**config.mk**
```make
export PLATFORM = sky130hd
export DESIGN_NAME = led_pattern_gen
export DESIGN_NICKNAME = d
export VERILOG_FILES = /design/src/rtl/led_pkg.sv /design/src/rtl/led_channel.sv /design/src/rtl/led_pattern_gen.sv
export SDC_FILE = /design/constraint.sdc
export NUM_CORES = 1
export LEC_CHECK = 0
export CAP_MARGIN = 20
export CORE_ASPECT_RATIO = 1.5
export CORE_MARGIN = 8
export CORE_UTILIZATION = 52
export DETAILED_ROUTE_END_ITERATION = 7
export GPL_TIMING_DRIVEN = 0
export HOLD_SLACK_MARGIN = 0.05
export PLACE_DENSITY = 0.8
export RECOVER_POWER = 25
export SLEW_MARGIN = 20
export SYNTH_ARGS = -nofsm -noshare
export SYNTH_HDL_FRONTEND = slang
export SYNTH_SLANG_ARGS = --single-unit
```
**constraint.sdc**
```tcl
create_clock -name clk_128M -period 2.55 [get_ports clk_128M]
set_clock_uncertainty 0.15 [all_clocks]
set_input_delay 0.51 -clock clk_128M [delete_from_list [all_inputs] [get_ports clk_128M]]
set_output_delay 0.51 -clock clk_128M [all_outputs]
set_load 0.03 [all_outputs]
```
**src/rtl/led_pkg.sv**
```systemverilog
// ----------------------------------------------------------------------------
// led_pkg
//   Shared definitions for the LED pattern generator: per-channel mode
//   encodings as seen on the ch_mode bus, and the burst FSM state codes.
//   No ports; imported by led_channel and led_pattern_gen.
// ----------------------------------------------------------------------------
package led_pkg;

    localparam int MODE_W = 2;

    // Encoding matches the 2-bit field of ch_mode for each channel.
    typedef enum logic [MODE_W-1:0] {
        MODE_OFF   = 2'b00,
        MODE_ON    = 2'b01,
        MODE_BLINK = 2'b10,
        MODE_BURST = 2'b11
    } led_mode_e;

    typedef enum logic {
        ST_IDLE = 1'b0,
        ST_RUN  = 1'b1
    } burst_state_e;

endpackage

```
**src/rtl/led_channel.sv**
```systemverilog
// ----------------------------------------------------------------------------
// led_channel
//   One independent LED channel. Holds a registered copy of its mode, a tick
//   counter for the half-period, the blink phase, and a small burst FSM.
//   The LED output is registered and derived only from internal state, so
//   there is no combinational path from any input to led.
//
// Ports
//   clk_128M  in   1        system clock
//   rst_n     in   1        asynchronous active-low reset
//   tick      in   1        shared 1-cycle timebase strobe
//   mode      in   2        00 OFF, 01 ON, 10 BLINK, 11 BURST
//   half_per  in   PER_W    half-period in ticks (0 behaves as 1)
//   burst_n   in   BURST_W  blinks per burst, sampled on trig (0 = 2^BURST_W)
//   trig      in   1        starts a burst when idle in BURST mode
//   led       out  1        LED drive, active high
//   busy      out  1        high while a burst is running
// ----------------------------------------------------------------------------
module led_channel
    import led_pkg::*;
#(
    parameter int PER_W   = 12,
    parameter int BURST_W = 4
) (
    input  logic               clk_128M,
    input  logic               rst_n,
    input  logic               tick,
    input  logic [1:0]         mode,
    input  logic [PER_W-1:0]   half_per,
    input  logic [BURST_W-1:0] burst_n,
    input  logic               trig,
    output logic               led,
    output logic               busy
);

    // One extra bit so a burst_n of zero can load the full 2^BURST_W count.
    localparam int REM_W = BURST_W + 1;

    led_mode_e          mode_in;
    led_mode_e          mode_q,   mode_d;
    logic [PER_W-1:0]   cnt_q,    cnt_d;
    logic               phase_q,  phase_d;
    burst_state_e       state_q,  state_d;
    logic [REM_W-1:0]   remain_q, remain_d;
    logic               led_q,    led_d;

    logic [PER_W-1:0]   hp_last;
    logic               wrap;
    logic [REM_W-1:0]   burst_load;

    always_comb begin
        mode_in    = led_mode_e'(mode);
        // Terminal count is hp-1 with hp clamped to at least 1.
        hp_last    = (half_per == '0) ? '0 : half_per - PER_W'(1);
        // ">=" rather than "==" so lowering half_per below the current
        // count wraps on the next tick instead of running to overflow.
        wrap       = (cnt_q >= hp_last);
        burst_load = (burst_n == '0) ? {1'b1, {BURST_W{1'b0}}} : {1'b0, burst_n};
    end

    // Next-state logic
    always_comb begin
        mode_d   = mode_q;
        cnt_d    = cnt_q;
        phase_d  = phase_q;
        state_d  = state_q;
        remain_d = remain_q;

        if (mode_in != mode_q) begin
            // A mode change restarts the channel; any trig in this cycle is
            // deliberately dropped.
            mode_d   = mode_in;
            cnt_d    = '0;
            phase_d  = (mode_in == MODE_BLINK);
            state_d  = ST_IDLE;
            remain_d = '0;
        end else begin
            unique case (mode_q)
                MODE_BLINK: begin
                    if (tick) begin
                        if (wrap) begin
                            cnt_d   = '0;
                            phase_d = ~phase_q;
                        end else begin
                            cnt_d = cnt_q + PER_W'(1);
                        end
                    end
                end
                MODE_BURST: begin
                    if (state_q == ST_IDLE) begin
                        if (trig) begin
                            state_d  = ST_RUN;
                            remain_d = burst_load;
                            cnt_d    = '0;
                            phase_d  = 1'b1;
                        end
                    end else if (tick) begin
                        if (wrap) begin
                            cnt_d   = '0;
                            phase_d = ~phase_q;
                            // A blink is counted on its falling (1->0) toggle.
                            if (phase_q) begin
                                if (remain_q == REM_W'(1)) begin
                                    state_d  = ST_IDLE;
                                    remain_d = '0;
                                end else begin
                                    remain_d = remain_q - REM_W'(1);
                                end
                            end
                        end else begin
                            cnt_d = cnt_q + PER_W'(1);
                        end
                    end
                end
                default: begin
                    // OFF and ON hold all timing state.
                end
            endcase
        end
    end

    // Output decode from the registered mode and current state
    always_comb begin
        led_d = 1'b0;
        unique case (mode_q)
            MODE_OFF:   led_d = 1'b0;
            MODE_ON:    led_d = 1'b1;
            MODE_BLINK: led_d = phase_q;
            MODE_BURST: led_d = (state_q == ST_RUN) && phase_q;
        endcase
    end

    always_ff @(posedge clk_128M or negedge rst_n) begin
        if (!rst_n) begin
            mode_q   <= MODE_OFF;
            cnt_q    <= '0;
            phase_q  <= 1'b0;
            state_q  <= ST_IDLE;
            remain_q <= '0;
            led_q    <= 1'b0;
        end else begin
            mode_q   <= mode_d;
            cnt_q    <= cnt_d;
            phase_q  <= phase_d;
            state_q  <= state_d;
            remain_q <= remain_d;
            led_q    <= led_d;
        end
    end

    assign led  = led_q;
    assign busy = (state_q == ST_RUN);

endmodule

```
**src/rtl/led_pattern_gen.sv**
```systemverilog
// ----------------------------------------------------------------------------
// led_pattern_gen
//   Multi-channel LED driver. A single prescaler divides clk_128M down to a
//   TICK_HZ strobe that is shared by N_CH independent led_channel instances,
//   each running OFF / ON / BLINK / BURST.
//
// Ports
//   clk_128M     in   1              system clock
//   rst_n        in   1              async assert, sync deassert, active low
//   ch_mode      in   2*N_CH         per channel [2c+1:2c] mode
//   ch_half_per  in   PER_W*N_CH     per channel half-period in ticks
//   ch_burst_n   in   BURST_W*N_CH   per channel blinks per burst
//   ch_trig      in   N_CH           per channel burst trigger pulse
//   ch_busy      out  N_CH           per channel burst in progress
//   led          out  N_CH           LED drive, active high
//   tick         out  1              1-cycle strobe every CLK_HZ/TICK_HZ clocks
// ----------------------------------------------------------------------------
module led_pattern_gen
    import led_pkg::*;
#(
    parameter int CLK_HZ  = 128_000_000,
    parameter int TICK_HZ = 1000,
    parameter int N_CH    = 4,
    parameter int PER_W   = 12,
    parameter int BURST_W = 4
) (
    input  logic                     clk_128M,
    input  logic                     rst_n,
    input  logic [2*N_CH-1:0]        ch_mode,
    input  logic [PER_W*N_CH-1:0]    ch_half_per,
    input  logic [BURST_W*N_CH-1:0]  ch_burst_n,
    input  logic [N_CH-1:0]          ch_trig,
    output logic [N_CH-1:0]          ch_busy,
    output logic [N_CH-1:0]          led,
    output logic                     tick
);

    localparam int PRE   = CLK_HZ / TICK_HZ;
    // Keep at least one bit so PRE==1 (tick every cycle) still elaborates.
    localparam int PRE_W = (PRE > 1) ? $clog2(PRE) : 1;

    logic [PRE_W-1:0] pre_cnt_q, pre_cnt_d;
    logic             tick_q,    tick_d;
    logic             pre_end;

    // Prescaler: tick is registered, so it appears the cycle after the
    // terminal count and the first one lands PRE cycles after reset.
    always_comb begin
        pre_end   = (pre_cnt_q == PRE_W'(PRE - 1));
        pre_cnt_d = pre_end ? '0 : pre_cnt_q + PRE_W'(1);
        tick_d    = pre_end;
    end

    always_ff @(posedge clk_128M or negedge rst_n) begin
        if (!rst_n) begin
            pre_cnt_q <= '0;
            tick_q    <= 1'b0;
        end else begin
            pre_cnt_q <= pre_cnt_d;
            tick_q    <= tick_d;
        end
    end

    assign tick = tick_q;

    for (genvar c = 0; c < N_CH; c++) begin : g_ch
        led_channel #(
            .PER_W   (PER_W),
            .BURST_W (BURST_W)
        ) u_ch (
            .clk_128M (clk_128M),
            .rst_n    (rst_n),
            .tick     (tick_q),
            .mode     (ch_mode[2*c +: 2]),
            .half_per (ch_half_per[PER_W*c +: PER_W]),
            .burst_n  (ch_burst_n[BURST_W*c +: BURST_W]),
            .trig     (ch_trig[c]),
            .led      (led[c]),
            .busy     (ch_busy[c])
        );
    end

endmodule
```
==> Yosys cells after proc, flatten, opt, wreduce, memory -nomap -nowiden <==
Cells that the tools add are included.
W data, S select, Z words.
{ "op_classes": {"add_sub_neg": 13, "n_mul": 0, "div": 0, "n_lt_le_gt_ge": 4, "eq_ne": 41, "shift": 0, "n_mux": 125, "n_bitwise": 4, "n_reduce_logical": 36} }
{ "ops": {"columns": ["cell", "count"], "rows": [
  ["$mux W12", 24],
  ["$mux W5", 36],
  ["$pmux W12 S2", 4],
  ["$mux W1", 52],
  ["$add A12 B1 Y12 const B", 4],
  ["$ge A12 B12 Y1", 4],
  ["$logic_not A12 Y1", 4],
  ["$sub A12 B1 Y12 const B", 4],
  ["$eq A2 B2 Y1 const B", 12],
  ["$ne A3 B3 Y1 const B", 8],
  ["$reduce_bool A3 Y1", 8],
  ["$eq A5 B1 Y1 const B", 4],
  ["$reduce_and A5 Y1", 4],
  ["$sub A5 B1 Y5 const B", 4],
  ["$add A17 B1 Y17 const B", 1],
  ["$eq A17 B17 Y1 const B", 1],
  ["$mux W17", 1],
  ["$logic_not A4 Y1", 4],
  ["$ne A4 B2 Y1 const B", 4],
  ["$pmux W1 S4", 4],
  ["$ne A3 B2 Y1 const B", 4],
  ["$eq A2 B1 Y1 const B", 4],
  ["$logic_not A2 Y1", 4],
  ["$ne A2 B2 Y1", 4],
  ["other kinds (5)", 20]
]} }
{ "word_totals": {"ff_bits": 106, "latch_bits": 0, "ram_bits": 0, "rom_bits": 0, "input_bits": 78, "out_inout_bits": 9, "elab_cells": 249, "memories": 0} }

==> Logic depth before layout (Yosys ltp) <==
Gate-level depths: netlist of the first run.
{ "depth": {"ltp_word": 8, "depth_mapped": 14} }

==> By module <==
From an unflattened synthesis of the first run, not the netlist that was laid out.
{ "hier_totals": {"hier_cells": 982, "hier_area_um2": 8431.8} }
{ "modules_own_cells": {"columns": ["mod", "instances", "cells_per_inst", "area_each_um2", "seq_area_each_um2"], "rows": [
  ["led_channel at g_ch[0].u_ch ...", 2, 223, 1889.3, 550.5],
  ["led_channel at g_ch[3].u_ch", 1, 229, 1893.1, 550.5],
  ["led_channel at g_ch[1].u_ch", 1, 226, 1853.0, 550.5],
  ["led_pattern_gen", 1, 81, 907.1, 450.4]
]} }

==> Worst setup path before layout of the first run <==
No wires, ideal clock.
{ "synth_timing": {"path_kind": "input to register", "from": "in ch_half_per[41]", "to": "reg g_ch[3].u_ch.cnt_q[4]", "setup_ps": 121, "arrival_time_ps": 4070, "setup_slack_ps": -1791, "cell_stages": 12, "path_cell_list": "or4_4 or3_4 or4_4 or3_4 nor3_2 a21oi_1 ha_1 nand4_1 nor4_1 a211oi_2 a21o_1 a22o_1"} }
{ "synth_between": {"elab_chain_len": 8} }
{ "synth_rtl": {"columns": ["item", "line", "rtl"], "rows": [
  ["from (decl)", "led_pattern_gen.sv:30", "input logic [PER_W*N_CH-1:0] ch_half_per,"],
  ["$sub A12 B1 Y12 / $logic_not A12 Y1 (equally long branches)", "led_channel.sv:54", "hp_last = (half_per == '0) ? '0 : half_per - PER_W'(1);"],
  ["$mux W12 *", "led_channel.sv:54", null],
  ["$ge A12 B12 Y1 *", "led_channel.sv:57", "wrap = (cnt_q >= hp_last);"],
  ["$mux W12 *", "led_channel.sv:81, led_channel.sv:98", null],
  ["$mux W12 *", "led_channel.sv:97", "end else if (tick) begin"],
  ["$mux W12", "led_channel.sv:90", "if (state_q == ST_IDLE) begin"],
  ["$pmux W12 S2 *", "led_channel.sv:78", "unique case (mode_q)"],
  ["$mux W12 *", "led_channel.sv:69", "if (mode_in != mode_q) begin"],
  ["to (signal assigned)", "led_channel.sv:143", "cnt_q <= cnt_d;"],
  ["to (decl)", "led_channel.sv:41", "logic [PER_W-1:0] cnt_q, cnt_d;"]
]} }
Every way passes the cells marked *; elsewhere a longest branch is shown, timed or not.
A chain may end at the register's enable or synchronous reset.

==> Worst setup path in the final report of the first run <==
{ "layout_timing": {"from": "in ch_half_per[39]", "to": "reg g_ch[3].u_ch.remain_q[4]"} }
{ "layout_between": {"elab_chain_len": 5} }
{ "layout_rtl": {"columns": ["item", "line", "rtl"], "rows": [
  ["$sub A12 B1 Y12 / $logic_not A12 Y1 (equally long branches)", "led_channel.sv:54", null],
  ["$mux W12 *", "led_channel.sv:54", null],
  ["$ge A12 B12 Y1 *", "led_channel.sv:57", null],
  ["$ne A3 B3 Y1 (no line) *", null, null],
  ["$reduce_and A5 Y1 (no line) *", null, null],
  ["to (signal assigned)", "led_channel.sv:146", "remain_q <= remain_d;"],
  ["to (decl)", "led_channel.sv:44", "logic [REM_W-1:0] remain_q, remain_d;"]
]} }
Marked as above.

==> results of run 1 <==
-- power breakdown --
group / switching [uW] / internal (uW) / total (uW) / leakage [uW]
logic: 475 / 419 / 894 / 0.00330
registers: 32.9 / 1710 / 1740 / 0.00143
clock network: 647 / 770 / 1420 / 0.000134
-- registers in the layout, summed over array words and instances (netlist names) --
register            count
g_ch.u_ch.busy          4
g_ch.u_ch.cnt_q        48
pre_cnt_q              17
tick                    1
g_ch.u_ch.led           4
g_ch.u_ch.phase_q       4
g_ch.u_ch.remain_q     20
g_ch.u_ch.mode_q        8
-- area by class of cell --
class / instances / area [um^2]
sequential: 106 / 2650
tap: 203 / 254
fill: 1055 / 4170
buffer: 36 / 241
inverter: 43 / 161
clock inverter: 5 / 63.8
timing repair buffer: 144 / 1420
multi-input combinational: 780 / 6220
clock buffer: 11 / 233
-- synth_stat cells, types with 7 or more instances --
library cell / instances
nand2_1: 108
dfrtp_1: 106
nor2_1: 102
ha_1: 69
a21oi_1: 46
xor2_1: 46
inv_1: 43
o21ai_0: 43
nand3_1: 33
nor3_1: 32
xnor2_1: 31
clkbuf_1: 26
nor4_1: 22
a22o_1: 21
nor2b_1: 19
nand4_1: 18
and3_1: 16
o211ai_1: 14
a21o_1: 13
and2_1: 12
or3_1: 12
a31oi_1: 9
nand2b_1: 9
buf_4: 8
o21a_1: 7
-- metal layers --
layer | GRT usage | part of all wire | routed length, um | up-vias
met3 | 0.0363 | 0.036 | 826 | 65
met4 | 0.0906 | 0.031 | 715 | 0
met5 | 0 | 0 | 0 | -
li1 | - | - | - | 3799
met2 | 0.405 | 0.55 | 12600 | 199
met1 | 0.224 | 0.38 | 8810 | 3860
-- repair_timing --
item | in CTS | in global routing
hold endpoints to repair | 34 | 0
pin swaps | 84 | 80
hold buffers | 1 | 0
buffers inserted | 36 | 14
setup endpoints to repair | 76 | 86
gates resized for setup | 197 | 115
gates cloned | 7 | 0
-- worst paths after layout --
kind                                       from                  endpoint  slack (ns)  cells past startpoint
worst min-delay path               pre_cnt_q[4]              pre_cnt_q[4]        0.33                      1
min in group asynchronous                 rst_n     g_ch[3].u_ch.cnt_q[1]        0.68                      2
worst max-delay path            ch_half_per[39]  g_ch[3].u_ch.remain_q[4]       -1.41                     16
worst min register to register     pre_cnt_q[4]              pre_cnt_q[4]        0.33                      1
max in group asynchronous                 rst_n     g_ch[2].u_ch.cnt_q[7]        0.69                      3
worst max register to register             tick    g_ch[3].u_ch.cnt_q[10]       -0.51                      7
-- per-stage QoR --
| stage | setup TNS [ns] | area [um^2] | instances | setup slack [ns] | util |
|---|---|---|---|---|---|
| 3_3_place_gp | -474.95 | 9470 | 1253 | -3.32 | 0.615 |
| 6_report | -70.93 | 11200 | 1328 | -1.41 | 0.729 |
| 5_1_grt | -80.22 | 11200 | 1328 | -1.47 | 0.729 |
| 4_1_cts | -66.82 | 10600 | 1314 | -1.40 | 0.691 |
| 3_5_place_dp | -126.45 | 9510 | 1254 | -2.33 | 0.617 |
| 2_1_floorplan | -66.20 | 8360 | 964 | -1.39 | - |
-- worst register-to-register path: stages, from the launching register on --
cell and delay (ns):
dfrtp_1 0.53, clkbuf_1 0.88, nand4_1 0.27, or2_2 0.41, nor2_1 0.18, nand3_1 0.13, a21o_1 0.19, a22o_1 0.20
-- logic make-up after synthesis --
logic type,synth area share
simple gates,0.258
buf+inv,0.0404
xor+xnor,0.0832
compound gates,0.178
mux,0.00648
fa+ha+maj,0.107
flops,0.327
==> impl_metrics.env, run 1 <==
export IMPL_die_h_um=169
export IMPL_tightestPinTransition_ns=1.13
export IMPL_dp_hpwl_mm=14.8
export IMPL_h_tree_depth=3
export IMPL_p_total_uw=4050
export IMPL_layout_commonest_cell="dfrtp_1"
export IMPL_clk_pin_slew_worst_paths_ns=0.07
export IMPL_slowest_stage="or4_4"
export IMPL_grt_pass1_vias=8002
export IMPL_ys_flop_type="dfrtp_1"
export IMPL_cp_max_fo=4
export IMPL_antenna_found_initial=0
export IMPL_drc=0
export IMPL_synth_top_area_cell="dfrtp_1"
export IMPL_synthCells=964
export IMPL_rsz0062_at_grt="yes"
export IMPL_insertion_delay_ns=0.35
export IMPL_powerDensity_mw_per_mm2=361
export IMPL_clock_sinks=106
export IMPL_hp_class="flip-flop to flip-flop"
export IMPL_place_congestion=0.884
export IMPL_initial_utilization=0.526
export IMPL_peakVddDrop_mv=0.302
export IMPL_diodes=0
export IMPL_wl_per_cell_um=17.2
export IMPL_max_stage_delay_ns=0.53
export IMPL_cpMostUsedCell="buf_4"
export IMPL_async_reset_ff_frac=1.00
export IMPL_fmax_ghz=0.252
export IMPL_arrival_ns=4.08
export IMPL_grt_overflow=0
export IMPL_synth_top_cell_area_share=0.327
export IMPL_syn_cell_area_mm2=0.00810
export IMPL_criticalPathCategory="input port to flip-flop"
export IMPL_vias=7923
export IMPL_dieWidth_um=118
export IMPL_grt_usage=0.213
export IMPL_clock_path_buffers=2
export IMPL_synth_edf_count=0
export IMPL_period_share=1.55
export IMPL_core_mm2=0.0154
export IMPL_setup_ws_ns=-1.41
export IMPL_grt_pass1_wl_mm=35.8
export IMPL_violations="setup timing"
export IMPL_status="complete, but fails checks"
export IMPL_viasPerCell=5.97
export IMPL_final_cell_mix="dfrtp_1 (106), nand2_1 (94), nor2_1 (77)"
export IMPL_synth_seq_cells=106
export IMPL_cp_required_ns=2.67
export IMPL_fin_nets=1267
export IMPL_path_buf_inv=4
export IMPL_io_pins=87
export IMPL_first_pass_iters=5
export IMPL_dr_first_iter_drc_count=525
export IMPL_totalWireLength_mm=22.9
export IMPL_worst_setup_path_start_kind="input port"
export IMPL_synth_cell_type_count=71
export IMPL_cp_top_family="simple AND/OR/NAND/NOR gates"
export IMPL_die_area_mm2=0.0199
export IMPL_yosys_top_cells_area="dfrtp_1 (33%), ha_1 (11%), nand2_1 (5.0%)"
export IMPL_synth_seq_area_share=0.327
export IMPL_cts_tree="built"
export IMPL_drive_gt1_frac=0.244
export IMPL_relSlewSlack=0.244
export IMPL_synth_fp_nets=1111
export IMPL_slew_violations=0
export IMPL_finalHoldWorstSlack_ns=0.332
export IMPL_syn2layout_area_growth_pct=38.7
export IMPL_port_buffers=86
export IMPL_ant_nets=0
export IMPL_finalSetupViolCount=76
export IMPL_grt_max_degree=73
export IMPL_rows=56
export IMPL_synth_warning_count=0
export IMPL_crit_chain="buf_6 > or4_4 > or3_4 > or4_4 > or3_4 > buf_4 > a21oi_4 > ha_4 > a21oi_2 > o21ai_2 > o21bai_4 > o211ai_1 > buf_4 > buf_4 > nand3_2 > a21oi_2"
export IMPL_syn_area_per_cell_um2=8.41
export IMPL_cp_end_kind="flip-flop"
export IMPL_min_period_ns=3.96
export IMPL_cellLeakagePower_uw=0.00487
export IMPL_numCtsBuffers=9
export IMPL_clockRootBuffer="clkbuf_16"
export IMPL_hold_viol_final=0
export IMPL_drv_cap=0
Note: power is estimated with default switching activity, not from simulation.
==> run 2: changes to the inputs <==
--- a/config.mk
+++ b/config.mk
@@ -9,6 +9,7 @@
 export CORE_ASPECT_RATIO = 1.5
 export CORE_MARGIN = 8
 export CORE_UTILIZATION = 52
+export CTS_CLUSTER_DIAMETER = 60
 export DETAILED_ROUTE_END_ITERATION = 7
 export GPL_TIMING_DRIVEN = 0
 export HOLD_SLACK_MARGIN = 0.05
==> results of run 2 <==
Final layout, timing and power as in run 1 (identical DEF).
==> run 3: changes to the inputs <==
--- a/config.mk
+++ b/config.mk
@@ -13,6 +13,7 @@
 export DETAILED_ROUTE_END_ITERATION = 7
 export GPL_TIMING_DRIVEN = 0
 export HOLD_SLACK_MARGIN = 0.05
+export MAX_ROUTING_LAYER = met4
 export PLACE_DENSITY = 0.8
 export RECOVER_POWER = 25
 export SLEW_MARGIN = 20
==> run 3 against run 2 <==
- the flow still finishes with violations (setup timing)
- final cell count unchanged
- core utilization unchanged
- first-iteration DRC count increased by 3.0%
- cell area unchanged
- sequential share of layout area stayed put
- critical path depth stayed put
- routed wire length barely moved
- clock power is essentially flat
- fmax is essentially flat
- clock-buffer cell count unchanged
- non-clock buffer count stayed put
- sequential power hardly changed
==> impl_metrics.env, run 3 (same netlist as run 1, synthesis figures left out) <==
export IMPL_syn2layout_area_growth_pct=38.7
export IMPL_p_int_uw=2900
export IMPL_grt_pass1_wl_mm=35.8
export IMPL_dp_cells=1254
export IMPL_violations="setup timing"
export IMPL_drive_gt1_frac=0.244
export IMPL_r2r_slack_ns=-0.50
export IMPL_dp_hpwl_mm=14.8
export IMPL_n_fill_cell=1055
export IMPL_viasPerCell=5.97
export IMPL_totalWireLength_mm=22.9
export IMPL_ant_nets=0
export IMPL_vias=7922
export IMPL_criticalPathCategory="input port to flip-flop"
export IMPL_drv_cap=0
export IMPL_post_route_util=0.729
export IMPL_finalHoldWorstSlack_ns=0.332
export IMPL_worst_setup_path_start_kind="input port"
export IMPL_min_period_ns=3.96
export IMPL_first_pass_iters=5
export IMPL_initial_utilization=0.526
export IMPL_min_from="pre_cnt_q[4]"
export IMPL_netSwitchingFraction=0.285
export IMPL_cp_required_ns=2.67
export IMPL_pre_cts_slack_ns=-2.33
export IMPL_grt_pass1_vias=8006
export IMPL_layout_commonest_cell="dfrtp_1"
export IMPL_hold_viol_final=0
export IMPL_grt_max_degree=73
export IMPL_cp_top_family="simple AND/OR/NAND/NOR gates"
export IMPL_p_seq_frac=0.430
export IMPL_cp_end_kind="flip-flop"
export IMPL_top_regs="g_ch.u_ch.cnt_q: 48 flops, g_ch.u_ch.remain_q: 20 flops, pre_cnt_q: 17 flops"
export IMPL_peakVddDrop_mv=0.297
export IMPL_clkPwrFrac=0.350
export IMPL_tightestPinTransition_ns=1.13
export IMPL_stdcell_count=1328
export IMPL_slowest_stage="or4_4"
export IMPL_rows=56
export IMPL_die_h_um=169
export IMPL_rsz0062_at_grt="yes"
export IMPL_r2r_end="g_ch[3].u_ch.cnt_q[10]"
export IMPL_clock_sinks=106
export IMPL_port_buffers=86
export IMPL_io_pins=87
export IMPL_clock_path_buffers=2
export IMPL_netSwitchingPower_uw=1160
export IMPL_rr_startpoint="tick"
export IMPL_status="complete, but fails checks"
export IMPL_powerDensity_mw_per_mm2=360
export IMPL_finalSetupViolCount=76
export IMPL_final_cell_mix="dfrtp_1 (106), nand2_1 (94), nor2_1 (77)"
export IMPL_numCtsBuffers=9
export IMPL_dieWidth_um=118
export IMPL_cp_max_fo=4
export IMPL_regMostFlops="g_ch.u_ch.cnt_q"
export IMPL_h_tree_depth=3
export IMPL_setup_ws_ns=-1.41
export IMPL_hold_path_cell_count=1
export IMPL_core_mm2=0.0154
export IMPL_p_comb_frac=0.221
export IMPL_antenna_found_initial=0
export IMPL_dr_first_iter_drc_count=541
export IMPL_clk_pin_slew_worst_paths_ns=0.07
export IMPL_wl_per_cell_um=17.2
export IMPL_fmax_ghz=0.252
export IMPL_cellLeakagePower_uw=0.00487
export IMPL_min_to="pre_cnt_q[4]"
export IMPL_relSlewSlack=0.243
export IMPL_grt_overflow=0
export IMPL_period_share=1.55
export IMPL_cts_tree="built"
export IMPL_arrival_ns=4.09
export IMPL_drc=0
export IMPL_cpMostUsedCell="buf_4"
export IMPL_clockRootBuffer="clkbuf_16"
export IMPL_place_congestion=0.898
export IMPL_fin_setup_tns_ns=-70.38
export IMPL_diodes=0
export IMPL_reg2reg_depth=7
export IMPL_grt_usage=0.219
export IMPL_insertion_delay_ns=0.35
export IMPL_max_stage_delay_ns=0.53
export IMPL_fin_nets=1267
export IMPL_die_area_mm2=0.0199
export IMPL_path_buf_inv=4
export IMPL_crit_chain="buf_6 > or4_4 > or3_4 > or4_4 > or3_4 > buf_4 > a21oi_4 > ha_4 > a21oi_2 > o21ai_2 > o21bai_4 > o211ai_1 > buf_4 > buf_4 > nand3_2 > a21oi_2"
export IMPL_hp_class="flip-flop to flip-flop"
export IMPL_largest_reg_flops=48
export IMPL_slew_violations=0
## run 3: through the flow
stage	cell area, um^2	total power [uW]
after floorplan	8360	2170
after global placement	9470	2450
after detailed placement	9510	2470
after CTS	10600	3970
after global routing	11200	4230
final	11200	4050
## run 3: layer usage
metal | vias up | part of all wire | global-route usage
li1 | 3793 | - | -
met1 | 3870 | 0.39 | 0.227
met2 | 192 | 0.55 | 0.405
met3 | 67 | 0.033 | 0.0323
met4 | 0 | 0.033 | 0.0906
met5 | - | 0 | -
## run 3: cell type report
class	instances	area, um^2	share of cell area
clock inverter	5	63.8	0.00568
timing repair buffer	144	1420	0.126
sequential	106	2650	0.236
multi-input combinational	780	6220	0.553
inverter	43	161	0.0144
clock buffer	11	233	0.0207
tap	203	254	0.0226
buffer	36	241	0.0215
## run 3: worst max-delay path by stage
stage / start / endpoint / slack, ns / depth (start not counted)
floorplan: ch_half_per[41] / g_ch[3].u_ch.cnt_q[4] / -1.39 / 13
global placement: rst_n / g_ch[2].u_ch.cnt_q[9] / -3.32 / 1
detailed placement: ch_half_per[39] / g_ch[3].u_ch.remain_q[0] / -2.33 / 13
CTS: ch_half_per[39] / g_ch[3].u_ch.remain_q[2] / -1.40 / 16
global route: ch_half_per[39] / g_ch[3].u_ch.remain_q[4] / -1.47 / 16
finish: ch_half_per[39] / g_ch[3].u_ch.remain_q[4] / -1.41 / 16
## run 3: timing repair
action | 4_1_cts | 5_1_grt
hold buffers | 1 | 0
setup buffers | 36 | 14
hold endpoints to repair | 34 | 0
resized for setup | 197 | 115
cloned | 7 | 0
pin swaps | 84 | 80
endpoints found under the setup margin | 76 | 85
## run 3: power groups by stage
stage | combinational [uW] | sequential [uW] | clock, uW
after floorplan | 403 | 1760 | 0
after global placement | 683 | 1770 | 0
after detailed placement | 702 | 1770 | 0
after CTS | 797 | 1740 | 1430
after global routing | 973 | 1750 | 1520
final | 895 | 1740 | 1420
